<file path="src/rtl/add32_share_ctrl.sv">
// add32_share_ctrl: round-robin share of one add32 datapath, 32-bit ops in one pass, 64-bit ops in two.
// Optional subtract support is enabled by defining ADD32_SHARE_SUB_EN.
module add32_share_ctrl #(
  parameter  int NREQ = 4,
  localparam int IDW  = $clog2(NREQ)
) (
  input  logic              m_clock,
  input  logic              p_reset,
  input  logic [NREQ-1:0]   req_valid,
  output logic [NREQ-1:0]   req_ready,
  input  logic [NREQ-1:0]   req_wide,
  input  logic [32*NREQ-1:0] req_a,
  input  logic [32*NREQ-1:0] req_b,
  input  logic [32*NREQ-1:0] req_ah,
  input  logic [32*NREQ-1:0] req_bh,
  input  logic [NREQ-1:0]   req_cin,
`ifdef ADD32_SHARE_SUB_EN
  input  logic [NREQ-1:0]   req_sub,
`endif
  output logic              add_en,
  output logic [31:0]       add_a,
  output logic [31:0]       add_b,
  output logic              add_cin,
  input  logic [31:0]       add_sum,
  input  logic              add_cout,
  input  logic              add_ov,
  output logic              rsp_valid,
  input  logic              rsp_ready,
  output logic [IDW-1:0]    rsp_id,
  output logic [63:0]       rsp_sum,
  output logic              rsp_cout,
  output logic              rsp_ov
);
  typedef enum logic [1:0] {IDLE, LO, HI, RSP} state_t;
  state_t state_q;
  logic [IDW-1:0] last_q, gnt, idx;
  logic gnt_any, wide_q;
  logic [NREQ-1:0] sub_v;
  logic [31:0] ah_q, bh_q, add_a_q, add_b_q;
  logic add_en_q, add_cin_q, rsp_valid_q, rsp_cout_q, rsp_ov_q;
  logic [IDW-1:0] rsp_id_q;
  logic [63:0] rsp_sum_q;
`ifdef ADD32_SHARE_SUB_EN
  assign sub_v = req_sub;
`else
  assign sub_v = '0;
`endif
  always_comb begin
    gnt = '0;
    gnt_any = 1'b0;
    idx = '0;
    for (int k = NREQ - 1; k >= 0; k--) begin
      idx = IDW'((int'(last_q) + 1 + k) % NREQ);
      if (req_valid[idx]) begin
        gnt = idx;
        gnt_any = 1'b1;
      end
    end
  end
  assign req_ready = (state_q == IDLE && gnt_any) ? NREQ'(1) << gnt : '0;
  assign add_en    = add_en_q;
  assign add_a     = add_a_q;
  assign add_b     = add_b_q;
  assign add_cin   = add_cin_q;
  assign rsp_valid = rsp_valid_q;
  assign rsp_id    = rsp_id_q;
  assign rsp_sum   = rsp_sum_q;
  assign rsp_cout  = rsp_cout_q;
  assign rsp_ov    = rsp_ov_q;
  // Adder port values are registered one state ahead so they are valid for the whole LO/HI cycle.
  always_ff @(posedge m_clock) begin
    if (!p_reset) begin
      state_q     <= IDLE;
      last_q      <= IDW'(NREQ - 1);
      wide_q      <= 1'b0;
      ah_q        <= '0;
      bh_q        <= '0;
      add_en_q    <= 1'b0;
      add_a_q     <= '0;
      add_b_q     <= '0;
      add_cin_q   <= 1'b0;
      rsp_valid_q <= 1'b0;
      rsp_id_q    <= '0;
      rsp_sum_q   <= '0;
      rsp_cout_q  <= 1'b0;
      rsp_ov_q    <= 1'b0;
    end else begin
      case (state_q)
        IDLE: if (gnt_any) begin
          state_q   <= LO;
          last_q    <= gnt;
          rsp_id_q  <= gnt;
          wide_q    <= req_wide[gnt];
          ah_q      <= req_ah[32*int'(gnt) +: 32];
          bh_q      <= req_bh[32*int'(gnt) +: 32] ^ {32{sub_v[gnt]}};
          add_en_q  <= 1'b1;
          add_a_q   <= req_a[32*int'(gnt) +: 32];
          add_b_q   <= req_b[32*int'(gnt) +: 32] ^ {32{sub_v[gnt]}};
          add_cin_q <= sub_v[gnt] | req_cin[gnt];
        end
        LO: begin
          rsp_sum_q  <= {32'h0, add_sum};
          rsp_cout_q <= add_cout;
          rsp_ov_q   <= add_ov;
          state_q    <= wide_q ? HI : RSP;
          rsp_valid_q <= !wide_q;
          add_en_q   <= wide_q;
          add_a_q    <= wide_q ? ah_q : '0;
          add_b_q    <= wide_q ? bh_q : '0;
          add_cin_q  <= wide_q & add_cout;
        end
        HI: begin
          rsp_sum_q[63:32] <= add_sum;
          rsp_cout_q  <= add_cout;
          rsp_ov_q    <= add_ov;
          state_q     <= RSP;
          rsp_valid_q <= 1'b1;
          add_en_q    <= 1'b0;
          add_a_q     <= '0;
          add_b_q     <= '0;
          add_cin_q   <= 1'b0;
        end
        RSP: if (rsp_ready) begin
          state_q     <= IDLE;
          rsp_valid_q <= 1'b0;
        end
        default: state_q <= IDLE;
      endcase
    end
  end
endmodule

</file>
<file path="config.mk">
export PLATFORM = sky130hd
export DESIGN_NAME = add32_share_ctrl
export DESIGN_NICKNAME = d
export VERILOG_FILES = /design/src/rtl/add32_share_ctrl.sv
export SDC_FILE = /design/constraint.sdc
export NUM_CORES = 1
export LEC_CHECK = 0
export BUFFER_PORTS_ARGS = -buffer_cell sky130_fd_sc_hd__buf_2
export CAP_MARGIN = 20
export CORE_AREA = 2 2 270 272
export CTS_CLUSTER_DIAMETER = 60
export DETAILED_ROUTE_END_ITERATION = 7
export DIE_AREA = 0 0 272 274
export PLACE_DENSITY_LB_ADDON = 0.08
export SYNTH_ARGS = -nofsm -noshare
export SYNTH_HDL_FRONTEND = slang
export SYNTH_SLANG_ARGS = --single-unit
export TNS_END_PERCENT = 30
</file>
<file path="constraint.sdc">
create_clock -name m_clock -period 2.61 [get_ports m_clock]
set_clock_uncertainty 0.2 [all_clocks]
set_input_delay 0.3915 -clock m_clock [delete_from_list [all_inputs] [get_ports m_clock]]
set_output_delay 0.3915 -clock m_clock [all_outputs]
set_load 0.01 [all_outputs]
</file>
==> metrics <==
status finished clean; RSZ-0062 raised after global routing no; Slowest-stage cell, CP dfxtp_2; worst reg2reg path startpoint last_q[0]; I/O pins 700; Max Slew Vio Count 0; Synth warnings 0; CP Buf/Inv Count 1; vias in the first global route 16,400; vias 16,300; CP Cell Sequence nand2b_4 > a21o_4 > and3_2 > nor3_1 > buf_2; final period utilization 95.8%; flop and latch count out of synthesis 204; fraction of layout cells with a size suffix above 1 34.1%; TritonCTS Buffers 41; fraction of registers with async set/reset 0%; die footprint 74,500 um^2; P&R area growth vs syn 75.7%; Hold Crit Class in -> reg; fillers 7,786; Die Height 274 um; Hold Path Origin req_bh[109]; Skew-Pair Late Insertion Delay 550 ps; FMAX 0.400 GHz; final hold viol count 0; worst endpoint data arrival time 1910 ps; largest net degree at the start of global routing 109; fin util 31.0%; CTS root buf clkbuf_16; P_leak 10.0 nW; Routed WL 75,400 um; Setup crit start last_q[0]; CP Launch Type flop; GPL Wtd Cong 0.817; HPWL after DPL 55,000 um; DRC 0; Nets 3,101; Core ar. 72,000 um^2; cell area after synthesis 12,700 um^2; antenna viol nets, final 0; Worst Setup Path Type reg -> out; Critical Path Max Stage Delay 340 ps; initial antenna violation count 22; Seq/Total Area, Yosys 32.2%; Final setup viols 0; min Tclk post-route 2500 ps; Worst Tran Pin Value 677 ps; Most used DFF post-synth dfxtp_1; CTS H-tree lvls 2; Vias per Instance 4.62; PD cells 905 nW/um^2; Initial DRC Count 698; clock buffer depth 3; clock slew at reported path FFs 50 ps; Crit Path Max Fanout 4; total power 0.0202 W; DR WL/cell 21.3 um; first-pass GRT wire length 108,000 um; GRT overflow 0; family with the most delay on the worst path simple AND/OR/NAND/NOR gates; Max-cap violations 0; Crit. End Element primary output; Post-Syn Instances 1,594; Netlist cell types 34; CTS tree done; number of synthesized flops with an enable pin 0; peak supply drop 0.000399 V; area occupied by multi-input gates 7440 um^2; Critical Path RT 2020 ps; clock tree sinks 204; syn nets 2,159; Rows 99; Synth Area per Inst 7.96 um^2; # port buffers 699; length of the first detailed-routing pass in iterations 5; Tot GR Track Use 19.2%; Register Area 4090 um^2; Max-slew headroom 54.9%; initial core utilization 17.6%; Die Wd 272 um
power by group:
| part | internal [W] | switching, W | total (W) |
|---|---|---|---|
| Combinational | 0.00418 | 0.00537 | 0.00955 |
| Sequential | 0.00433 | 0.000771 | 0.00510 |
| Clock | 0.00359 | 0.00192 | 0.00551 |
cells in the mapped netlist, types with 3 or more instances:
master | number | area (um^2)
a21boi_0 | 34 | 255
a21oi_1 | 67 | 335
a31oi_1 | 196 | 1230
and3_1 | 3 | 18.8
and4_1 | 130 | 1140
buf_1 | 12 | 45.0
buf_2 | 31 | 155
buf_4 | 14 | 105
clkbuf_1 | 128 | 480
dfxtp_1 | 204 | 4080
ha_1 | 4 | 50.1
inv_1 | 133 | 499
mux2i_1 | 165 | 1650
nand2_1 | 70 | 263
nand2b_1 | 36 | 225
nand3_1 | 37 | 185
nor2_1 | 12 | 45.0
nor2b_1 | 38 | 238
o21ai_0 | 79 | 395
o21ai_1 | 120 | 601
o221ai_1 | 65 | 569
worst paths after layout:
path                                      to  slack, ps  cells after the start
worst max register to register        wide_q        150                      8
worst min register to register     rsp_id[1]        260                      2
worst max-delay path            req_ready[1]        110                      5
worst min-delay path                bh_q[13]         40                      3
tightest hold or removal path, stage by stage:
cell	delay [ps]
buf_2	110
mux2i_1	80
o221ai_1	150
layout make-up:
class / count / share of cell area [%]
clock buffers: 57 / 5.20
clock inverters: 17 / 1.04
multi-input cells: 1071 / 33.4
diodes: 9 / 0.101
flip-flops and latches: 204 / 18.3
repair buffers: 1085 / 34.3
inverters: 133 / 2.24
well taps: 959 / 5.38
routing by layer:
metal	GRT usage (%)	share of wire (%)	vias to the layer above	wire length, um
met4	4.71	2.0	22	1530
li1	-	-	7820	-
met1	23.3	42	7836	31500
met2	34.3	50	557	37800
met3	4.26	5.8	111	4380
met5	0	0.20	-	153
flip-flops by register name, summed over array words and instances (netlist names):
name	count
rsp_sum	64
rsp_cout	1
add_en	1
add_b	32
state_q	2
rsp_valid	1
ah_q	32
add_cin	1
last_q	2
bh_q	32
wide_q	1
rsp_ov	1
rsp_id	2
add_a	32
stage by stage:
| step | std cells | instance area (um^2) | setup slack [ps] | setup TNS (ps) | hold WS (ps) |
|---|---|---|---|---|---|
| after global routing | 3529 | 22300 | 4.17 | 0 | 32.1 |
| after CTS | 3521 | 22200 | 3.48 | 0 | 0.860 |
| after floorplan | 1594 | 12700 | 417 | 0 | 233 |
| after global placement | 3145 | 17700 | -9.37 | -9.37 | 248 |
| after detailed placement | 3145 | 17700 | 13.3 | 0 | 254 |
| final | 3535 | 22300 | 109 | 0 | 40.1 |
cells in the final DEF, fill, tap and decap left out, types with 3 or more instances in the layout:
cell	netlist	layout
o21ai_0	79	79
clkbuf_8	0	3
clkinv_4	0	3
a21boi_0	34	34
clkinv_2	0	5
nor2_4	0	3
nor2_1	12	9
clkinvlp_4	0	3
buf_4	14	53
clkbuf_1	128	11
mux2i_1	165	165
dlygate4sd3_1	0	296
nand2b_1	36	35
nor2b_1	38	38
and4_1	130	130
dfxtp_1	204	202
nand3_1	37	34
a31oi_1	196	196
nand2_1	70	69
bufinv_16	0	5
o21ai_1	120	120
buf_12	0	33
a21oi_1	67	67
inv_1	133	131
o221ai_1	65	65
clkbuf_16	0	44
buf_2	31	697
diode_2	0	9
what timing repair did:
item	4_1_cts	5_1_grt
gates resized for setup	12	4
pin swaps	1	2
endpoints found under the setup margin	4	8
endpoints found under the hold margin	145	0
gates cloned	1	1
setup buffers	5	4
hold buffers	296	0
cell families (layout without fill, tap and decap cells):
group / count (synthesis) / count (layout) / share of synthesized area, %
multiplexers: 165 / 165 / 13.0
adder cells (fa/ha/maj): 4 / 4 / 0.395
AO/OA/AOI/OAI: 569 / 569 / 27.2
other: 0 / 9 / 0
AND/OR/NAND/NOR: 333 / 333 / 17.0
flip-flops: 204 / 204 / 32.2
buffers and inverters: 319 / 1292 / 10.2
Power figures use the tool's default switching activity.
